## src/rtl/branch_seq_pkg.sv

```systemverilog
// rtl/branch_seq_pkg.sv - shared types and constants for the branch sequencer
package branch_seq_pkg;

    localparam int FLUSH_CNT_W = 4;

    typedef enum logic [2:0] {
        COND_NEVER  = 3'b000,
        COND_LT     = 3'b001,
        COND_EQ     = 3'b010,
        COND_LE     = 3'b011,
        COND_GT     = 3'b100,
        COND_NE     = 3'b101,
        COND_GE     = 3'b110,
        COND_ALWAYS = 3'b111
    } cond_t;

    typedef enum logic [1:0] {
        RUN   = 2'd0,
        FLUSH = 2'd1,
        HALT  = 2'd2
    } state_t;

endpackage

```

## src/rtl/branch_cond_eval.sv

```systemverilog
// rtl/branch_cond_eval.sv - combinational 8-way compare-against-zero condition evaluator
module branch_cond_eval
    import branch_seq_pkg::*;
#(
    parameter int W = 16
) (
    input  logic [2:0]   cond,
    input  logic         unsigned_mode,
    input  logic [W-1:0] val,
    output logic         cond_true
);

    logic w_neg;
    logic w_zero;
    logic w_pos;

    // Unsigned operands can never be negative, so any nonzero value is positive.
    assign w_zero = ~|val;
    assign w_neg  = unsigned_mode ? 1'b0 : val[W-1];
    assign w_pos  = ~w_neg & ~w_zero;

    always_comb begin
        cond_true = 1'b0;
        case (cond_t'(cond))
            COND_NEVER:  cond_true = 1'b0;
            COND_LT:     cond_true = w_neg;
            COND_EQ:     cond_true = w_zero;
            COND_LE:     cond_true = w_neg | w_zero;
            COND_GT:     cond_true = w_pos;
            COND_NE:     cond_true = ~w_zero;
            COND_GE:     cond_true = ~w_neg;
            COND_ALWAYS: cond_true = 1'b1;
        endcase
    end

endmodule

```

## src/rtl/branch_sequencer.sv

```systemverilog
// rtl/branch_sequencer.sv - PC owner with branch resolution, multi-cycle flush and halt/resume
// Optional taken-branch statistics counter enabled by BRANCH_SEQUENCER_STATS_EN.
module branch_sequencer
    import branch_seq_pkg::*;
#(
    parameter int             W            = 16,
    parameter logic [W-1:0]   RESET_PC     = '0,
    parameter int             PC_STEP      = 1,
    parameter int             FLUSH_CYCLES = 1
) (
    input  logic         clk,
    input  logic         rst,
    input  logic         valid_in,
    input  logic         stall,
    input  logic         is_branch,
    input  logic [2:0]   cond,
    input  logic         unsigned_mode,
    input  logic [W-1:0] val,
    input  logic [W-1:0] target,
    input  logic         halt_req,
    input  logic         resume,
    output logic [W-1:0] pc,
    output logic         taken,
    output logic         flush,
    output logic         ready,
    output logic [W-1:0] taken_count
);

    localparam logic [W-1:0]           W_STEP   = W'(PC_STEP);
    localparam logic [FLUSH_CNT_W-1:0] CNT_INIT = FLUSH_CNT_W'(FLUSH_CYCLES - 1);

    state_t                 r_state;
    logic [W-1:0]           r_pc;
    logic                   r_taken;
    logic                   r_flush;
    logic [FLUSH_CNT_W-1:0] r_cnt;

    logic w_cond_true;
    logic w_accept;
    logic w_take;

    branch_cond_eval #(.W(W)) u_cond_eval (
        .cond          (cond),
        .unsigned_mode (unsigned_mode),
        .val           (val),
        .cond_true     (w_cond_true)
    );

    assign w_accept = (r_state == RUN) & valid_in & ~stall;
    assign w_take   = w_accept & is_branch & w_cond_true;

    always_ff @(posedge clk or posedge rst) begin
        if (rst) begin
            r_state <= RUN;
            r_pc    <= RESET_PC;
            r_taken <= 1'b0;
            r_flush <= 1'b0;
            r_cnt   <= '0;
        end else begin
            r_taken <= 1'b0;
            case (r_state)
                RUN: begin
                    // A taken branch outranks a same-cycle halt; halt is re-sampled at flush exit.
                    if (w_take) begin
                        r_pc    <= target;
                        r_taken <= 1'b1;
                        r_flush <= 1'b1;
                        r_cnt   <= CNT_INIT;
                        r_state <= FLUSH;
                    end else begin
                        if (w_accept)
                            r_pc <= r_pc + W_STEP;
                        if (halt_req && !stall)
                            r_state <= HALT;
                    end
                end
                FLUSH: begin
                    if (r_cnt == '0) begin
                        r_flush <= 1'b0;
                        r_state <= halt_req ? HALT : RUN;
                    end else begin
                        r_cnt <= r_cnt - 1'b1;
                    end
                end
                HALT: begin
                    if (resume)
                        r_state <= RUN;
                end
                default: begin
                    r_state <= RUN;
                    r_flush <= 1'b0;
                end
            endcase
        end
    end

    assign pc    = r_pc;
    assign taken = r_taken;
    assign flush = r_flush;
    assign ready = (r_state == RUN);

`ifdef BRANCH_SEQUENCER_STATS_EN
    logic [W-1:0] r_taken_count;

    always_ff @(posedge clk or posedge rst) begin
        if (rst)
            r_taken_count <= '0;
        else if (w_take && !(&r_taken_count))
            r_taken_count <= r_taken_count + W'(1);
    end

    assign taken_count = r_taken_count;
`else
    assign taken_count = '0;
`endif

endmodule

```

## config.mk

```make
export PLATFORM = sky130hd
export DESIGN_NAME = branch_sequencer
export DESIGN_NICKNAME = d
export VERILOG_FILES = /design/src/rtl/branch_seq_pkg.sv /design/src/rtl/branch_cond_eval.sv /design/src/rtl/branch_sequencer.sv
export SDC_FILE = /design/constraint.sdc
export NUM_CORES = 1
export LEC_CHECK = 0
export ABC_AREA = 1
export CORE_MARGIN = 2
export CORE_UTILIZATION = 25
export CTS_CLUSTER_SIZE = 14
export DETAILED_ROUTE_END_ITERATION = 10
export GPL_ROUTABILITY_DRIVEN = 0
export PLACE_DENSITY = 0.63
export SETUP_SLACK_MARGIN = 0.4
export SYNTH_ARGS = -nofsm -noshare
export SYNTH_HDL_FRONTEND = slang
export SYNTH_HIERARCHICAL = 1
export SYNTH_SLANG_ARGS = --single-unit
```

## constraint.sdc

```tcl
create_clock -name clk -period 1.4 [get_ports clk]
set_clock_uncertainty 0.2 [all_clocks]
set_input_delay 0.28 -clock clk [delete_from_list [all_inputs] [get_ports clk]]
set_output_delay 0.28 -clock clk [all_outputs]
set_load 0.005 [all_outputs]
```

==> impl_metrics.toml, run 1 <==
[floorplan]
core_sq_mm = 0.00725
start_util_pct = 25.9
die_w_microns = 90.7
die_h_microns = 90.7
rows = 31
die_area_sq_mm = 0.00822
io_pins = 78

[finish]
register_area_sq_um = 601
layout_commonest_cell = "nand2_1"
fillCellCount = 686
final_cell_mix = "nand2_1, buf_4, buf_6"
n_antenna_cell = 0
drive_gt1_share_pct = 46.7
multiInputGateArea_sq_mm = 0.00134
fin_nets = 460
area_delta_synth_final_pct = 85.9

[timing]
finalHoldViolations = 0
rsz0062_at_grt = "true"
setup_violations = 25
max_freq_ghz = 0.614
tns_ps = -2780
period_share_pct = 116
worst_slack_ps = -227
finalCriticalPeriod_ps = 1630
final-max-slew-violation-count = 0

[clock_network]
cts-htree-levels = 1
cts_tree = "built"
clock_latency_ps = 290
path_clk_slew_ps = 100
cts_sinks = 24
cts_buffers = 3
cts.path.max_buffers = 2
hold_buffers = 0
root_buffer = "clkbuf_8"

[setup_path]
critPathLaunchType = "register"
cp.required_ps = 920
r2r_setup_slack_ps = -170
cp.arrival_ps = 1150
crit_type = "register to primary output"
cp-end-kind = "primary output"
crit_fanout = 3

[synthesis]
avgSynthCellArea_sq_um = 6.73
ys_seq_area_share_pct = 32.0
ys_warn_count = 6
ys_seq_elements = 24
synthArstFlopShare_pct = 100
synthTopCellsByArea = "dfrtp_1, nand2_1, nor2_1, buf_4, inv_1"
synth_top_area_share_pct = 32.0
yosys.area.top_type = "dfrtp_1"
syn_area_sq_mm = 0.00188
synthCells = 279
yosysUniqueCellTypes = 32
synth_edf_count = 0
synthFlopType = "dfrtp_1"

[detailed_routing]
ant_nets = 0
routed_wl_microns = 5850
num_vias = 2169
wl_per_cell_microns = 11.4
vias_per_cell = 4.24
remaining_drc_errors = 0
dr.pass1.iters = 4
drtIter0Drc = 80

[status]
violations = "setup timing"
status = "complete, but fails checks"

[global_routing]
grt_pass1_vias = 2157
grt_max_degree = 25
grt_pass1_wl_microns = 9570
overflow = 0
grt_antenna_before_repair = 0
grt_use_total_pct = 14.2

[power]
power_frac_clock_pct = 14.1
power_density_mw_per_mm2 = 1300
p_int_w = 0.00284
p_leak_nw = 1.80
pwr-share-seq_pct = 23.3
combPwrFrac_pct = 62.6
power.switching_w = 0.00169
ir_drop_uv = 582
p_sw_share_pct = 37.3
power.total_w = 0.00452

[flow_run]
maxCapViolations = 0

[worst_hold_path]
hp-class = "input port to asynchronous set/reset pin"

[placed_design]
dp_hpwl_microns = 4010
dp_slack_ps = -788
port_buffers = 61
## through the flow
step	hold WS (ps)	area (sq um)	utilization, %	instances
detailed placement	272	2940	40.5	476
global placement	276	2940	40.5	476
global route	145	3490	48.1	512
finish	110	3490	48.1	512
CTS	110	3170	43.7	499
floorplan	94.6	2020	-	294
## layout make-up
cell class | instances | share of cell area [%]
multi-input combinational | 210 | 38.2
timing repair buffer | 136 | 34.3
inverter | 39 | 4.69
tap | 99 | 3.55
sequential | 24 | 17.2
clock inverter | 1 | 0.860
clock buffer | 3 | 1.18
## synth_stat cells (4+ instances only)
master	number
a21oi_1	6
buf_4	17
dfrtp_1	24
inv_1	33
inv_2	4
nand2_1	76
nand3_1	18
nand4_1	4
nor2_1	45
o21ai_0	11
o21ai_1	4
## worst paths after layout
path                       cells past startpoint   from  endpoint
max                                            4  pc[0]     pc[0]
min                                            3    rst     pc[0]
max reg2reg                                   10  pc[0]    pc[12]
min reg2reg                                    2  flush     flush
max in group asynchronous                      3    rst    pc[12]
min in group clk                               2  flush     flush
## worst max-delay path, cell delays in order (launching register included)
cell and delay, ps:
dfrtp_1 410, buf_6 120, buf_6 120, buf_6 110, buf_6 100
## cells by family after synthesis
family / share of synthesized area, %
and+or+nand+nor: 38.5
AOI/OAI and AO/OA: 9.33
xor gates and xnor gates: 1.40
adders and majority gates: 2.00
DFF: 32.0
other: 0.200
buffers and inverters: 16.6
## routing by layer
layer	global-route usage [%]	part of all wire, %	vias up
met5	0	0	-
met1	15.7	40	996
met4	4.23	1.3	0
met2	27.0	54	55
li1	-	-	1111
met3	2.92	4.4	7
## power groups by stage
stage          clock network (W)  logic (W)  registers, W
4_1_cts                 0.000666    0.00244       0.00105
3_5_place_dp                   0    0.00196       0.00117
2_1_floorplan                  0   0.000858       0.00118
3_3_place_gp                   0    0.00193       0.00117
6_report                0.000638    0.00283       0.00106
5_1_grt                 0.000682    0.00309       0.00108
## sequential cells by signal, summed over array words and instances, names as in the netlist
register,cells
flush,1
pc,16
r_cnt,4
r_state,2
taken,1
## timing repair
| item | in CTS | in global routing |
|---|---|---|
| resized for setup | 191 | 58 |
| endpoints found under the hold margin | 0 | 0 |
| buffers inserted | 19 | 13 |
| endpoints found under the setup margin | 43 | 43 |
| pin swaps | 40 | 43 |
No activity file was read; power rests on OpenSTA's default activity.
==> run 2, diff against run 1 <==
--- a/config.mk
+++ b/config.mk
@@ -17,3 +17,4 @@
 export SYNTH_HDL_FRONTEND = slang
 export SYNTH_HIERARCHICAL = 1
 export SYNTH_SLANG_ARGS = --single-unit
+export TNS_END_PERCENT = 50
==> run 2 against run 1 <==
- the flow still finishes with violations (setup timing)
- power is 8.8% lower
- via count fell by 2.0%
- global-route usage decreased by 0.70 points
- worst setup slack improved by 42 ps
- die area unchanged
- utilization fell by 3.8 points
- sequential cell count is the same
- sequential share of layout area rose by 1.5 points
- sequential power about the same
- critical path type is now register to register
- largest cell class unchanged
- largest power group unchanged
- highest routed layer unchanged
==> impl_metrics.toml, run 2 (synthesis gave the netlist of run 1 again) <==
[setup_path]
cp-end-kind = "register"
cp.required_ps = 1420
cp.arrival_ps = 1600
critPathLaunchType = "register"
crit_type = "register to register"
crit_fanout = 13

[floorplan]
die_w_microns = 90.7
rows = 31
core_sq_mm = 0.00725
io_pins = 78
start_util_pct = 25.9
die_h_microns = 90.7
die_area_sq_mm = 0.00822

[status]
status = "complete, but fails checks"
violations = "setup timing"

[detailed_routing]
dr.pass1.iters = 4
vias_per_cell = 4.23
ant_nets = 0
routed_wl_microns = 5520
drtIter0Drc = 58
remaining_drc_errors = 0
num_vias = 2126
wl_per_cell_microns = 11.0

[clock_network]
cts_sinks = 24
cts-htree-levels = 1
path_clk_slew_ps = 90
cts_buffers = 3
hold_buffers = 0
clock_latency_ps = 270
cts_tree = "built"
cts.path.max_buffers = 2
root_buffer = "clkbuf_8"

[global_routing]
grt_max_degree = 25
grt_antenna_before_repair = 0
overflow = 0
grt_pass1_vias = 2036
grt_pass1_wl_microns = 9140
grt_use_total_pct = 13.5

[finish]
final_cell_mix = "nand2_1, buf_4, inv_1"
drive_gt1_share_pct = 40.8
area_delta_synth_final_pct = 71.3
finalNonFillerCells = 503
n_antenna_cell = 0
layout_commonest_cell = "nand2_1"
fin_nets = 451
largest_reg_flops = 16

[timing]
max_freq_ghz = 0.631
period_share_pct = 113
setup_violations = 23
finalCriticalPeriod_ps = 1590
final-max-slew-violation-count = 0
rsz0062_at_grt = "true"
worst_slack_ps = -185
finalHoldViolations = 0

[power]
power.total_w = 0.00412
p_leak_nw = 1.72
ir_drop_uv = 604
power_density_mw_per_mm2 = 1280

[worst_hold_path]
hp-class = "input port to asynchronous set/reset pin"

[placed_design]
port_buffers = 61
dp_hpwl_microns = 3940
dp_cells = 471

[flow_run]
maxCapViolations = 0
## run 2: changes by cell type in the layout (fill, tap and decap cells not counted), sizes merged
cell | before | now
clkbuf | 3 | 6
dlygate4sd2 | 3 | 4
bufinv | 1 | 0
buf | 110 | 99
dlymetal6s2s | 2 | 0
clkdlybuf4s50 | 21 | 22
## run 2: timing repair
item                       in CTS  in global routing
setup endpoints to repair      43                 43
setup buffers                  20                  8
gates resized for setup       165                 35
pin swaps                      33                 23
## run 2: area by class of cell
type,instances,area [sq um]
Clock buffer,4,55.1
Fill cell,771,4040
Inverter,39,161
Multi-Input combinational cell,210,1220
Sequential cell,24,601
Tap cell,99,124
Timing Repair Buffer,127,1050
## run 2: metal layers
layer	up-vias	global-route usage [%]	part of all wire, %
li1	1089	-	-
met1	978	16.2	42
met2	51	24.2	52
met3	8	2.59	4.7
met4	0	4.23	1.6
met5	-	0	0
## run 2: worst paths after layout
| check | from | end | slack [ps] | cells after the start |
|---|---|---|---|---|
| setup reg to reg | r_state[0] | pc[15] | -190 | 11 |
| hold reg to reg | flush | flush | 310 | 2 |
| max in group asynchronous | rst | pc[12] | 720 | 3 |
| min in group clk | flush | flush | 310 | 2 |
| setup / recovery | r_state[0] | pc[15] | -190 | 11 |
| hold / removal | rst | r_state[1] | 120 | 3 |
## run 2: worst max-delay path, stage by stage, from the launching register on
cell and delay, ps:
dfrtp_1 400, inv_2 90, nand2_4 60, inv_4 60
buf_12 100, nand2_8 60, nor2_8 180, inv_8 80
buf_4 140, nand3_2 50, nand2_1 50, nand2_1 50
## run 2: where the power goes
group | internal, W | total [W] | switching, W
Combinational | 0.00140 | 0.00257 | 0.00117
Clock | 0.000252 | 0.000497 | 0.000246
Sequential | 0.000923 | 0.00106 | 0.000138
## run 2: stage by stage
step | setup TNS (ps) | hold WS (ps) | util [%] | worst slack (ps) | instance area, sq um
final | -3210 | 124 | 44.4 | -185 | 3220
after global routing | -5480 | 150 | 44.4 | -284 | 3220
after CTS | -3020 | 132 | 42.3 | -168 | 3070
after detailed placement | -17430 | 294 | 40.0 | -782 | 2900
after global placement | -16220 | 328 | 40.0 | -758 | 2900
after floorplan | -2020 | 94.6 | - | -167 | 2010
==> run 3, diff against run 2 <==
--- a/config.mk
+++ b/config.mk
@@ -11,8 +11,8 @@
 export CTS_CLUSTER_SIZE = 14
 export DETAILED_ROUTE_END_ITERATION = 10
 export GPL_ROUTABILITY_DRIVEN = 0
+export MAX_ROUTING_LAYER = met4
 export PLACE_DENSITY = 0.63
-export SETUP_SLACK_MARGIN = 0.4
 export SYNTH_ARGS = -nofsm -noshare
 export SYNTH_HDL_FRONTEND = slang
 export SYNTH_HIERARCHICAL = 1
==> run 3 against run 2 <==
- the flow still finishes with violations (setup timing)
- highest routed layer unchanged
- clock power is essentially flat
- count of clock-buffer cells in the layout is the same
- die area is the same
- largest power group unchanged
- largest cell class unchanged
- power grew 6.1%
- maximum frequency shrank 4.0%
- critical path type unchanged
- critical path depth is the same
- cell count grew 1.2%
- global-route usage grew 0.92 points
- first-iteration DRC count grew 16%
==> impl_metrics.toml, run 3 (synthesis gave the netlist of run 1 again) <==
[status]
status = "complete, but fails checks"
violations = "setup timing"

[detailed_routing]
remaining_drc_errors = 0
num_vias = 2169
routed_wl_microns = 5740
drtIter0Drc = 67
dr.pass1.iters = 4
ant_nets = 0
wl_per_cell_microns = 11.3
vias_per_cell = 4.26

[finish]
n_antenna_cell = 0
largest_reg_flops = 16
layout_commonest_cell = "nand2_1"
finalNonFillerCells = 509
drive_gt1_share_pct = 40.2
fin_nets = 457
area_delta_synth_final_pct = 82.5
final_cell_mix = "nand2_1, buf_4, inv_1"
postLayoutCellArea_sq_mm = 0.00343

[worst_hold_path]
hp-class = "input port to asynchronous set/reset pin"

[setup_path]
reg2reg_depth = 11
r2r_setup_slack_ps = -250
crit_family = "simple AND/OR/NAND/NOR gates"
crit_top_cell = "nand2_1"
crit_cells = 11
cp.arrival_ps = 1630
crit_type = "register to register"
cp-end-kind = "register"
crit_fanout = 4
path_buf_inv = 3
crit_slowest_cell = "dfrtp_1"
cp_cell_sequence = "buf_6, ha_4, nand2_4, nor2_4, inv_2, nor2_4, nand2_1, nand2_1, nand2_1, nand2_1, inv_1"
cp.required_ps = 1380
critPathLaunchType = "register"
cpPeakStageDelay_ps = 400

[clock_network]
cts-htree-levels = 1
root_buffer = "clkbuf_8"
cts_tree = "built"
cts_buffers = 3
path_clk_slew_ps = 100
cts_sinks = 24
cts.path.max_buffers = 2
clock_latency_ps = 270

[power]
power_frac_clock_pct = 11.4
power_density_mw_per_mm2 = 1280
p_int_w = 0.00276
p_leak_nw = 1.76
ir_drop_uv = 678
power.switching_w = 0.00161
combPwrFrac_pct = 64.1
p_sw_share_pct = 36.9
pwr-share-seq_pct = 24.5

[placed_design]
port_buffers = 61
dp_cells = 471
place_area_sq_mm = 0.00290
dp_hpwl_microns = 3940

[floorplan]
core_sq_mm = 0.00725
die_w_microns = 90.7
die_area_sq_mm = 0.00822
rows = 31
io_pins = 78
start_util_pct = 25.9
die_h_microns = 90.7

[timing]
final-max-slew-violation-count = 0
max_freq_ghz = 0.605
period_share_pct = 118
finalHoldViolations = 0
worst_slack_ps = -252
setup_violations = 26
rsz0062_at_grt = "true"
finalCriticalPeriod_ps = 1650

[global_routing]
grt_max_degree = 25
grt_pass1_vias = 2123
overflow = 0
grt_antenna_before_repair = 0
grt_pass1_wl_microns = 9440
grt_use_total_pct = 14.4

[flow_run]
maxCapViolations = 0
[run 3: worst paths after layout]
path,start,endpoint
max reg2reg,pc[0],pc[8]
max,pc[0],pc[8]
max in group asynchronous,rst,pc[11]
min in group clk,flush,flush
min,rst,r_state[1]
min reg2reg,flush,flush
[run 3: layer usage]
layer	global-route usage (%)	wire [microns]
met1	16.7	2410
met2	24.9	2940
met3	2.42	230
met4	5.77	160
met5	-	0
[run 3: tightest hold or removal path: stages]
cell             delay [ps]
clkdlybuf4s50_1         400
inv_1                    90
buf_12                  190
[run 3: per-stage QoR]
stage	setup WS, ps	setup TNS, ps	total power [W]	hold slack, ps	utilization (%)
floorplan	-167	-2020	0.00203	94.6	-
CTS	-204	-3590	0.00407	132	44.8
global placement	-758	-16220	0.00314	328	40.0
detailed placement	-782	-17430	0.00316	294	40.0
finish	-252	-4430	0.00437	122	47.2
global route	-335	-6180	0.00471	150	47.2
[run 3: layout make-up]
cell class,instances,area (sq um)
timing repair buffer,132,1210
sequential,24,601
fill,740,3830
tap,99,124
multi-input combinational,210,1260
clock buffer,4,55.1
timing repair inverter,1,11.3
inverter,39,164
[run 3: timing repair]
action	4_1_cts	5_1_grt
hold buffers	0	0
hold endpoints to repair	0	0
setup endpoints to repair	43	35
pin swaps	35	25
gates resized for setup	154	43
cloned	2	0
buffers inserted	21	13
[run 3: power by group through the flow]
stage | combinational [W] | sequential [W] | clock, W
6_report | 0.00280 | 0.00107 | 0.000499
5_1_grt | 0.00307 | 0.00110 | 0.000538
4_1_cts | 0.00250 | 0.00106 | 0.000509
3_5_place_dp | 0.00201 | 0.00116 | 0
3_3_place_gp | 0.00198 | 0.00116 | 0
2_1_floorplan | 0.000854 | 0.00118 | 0
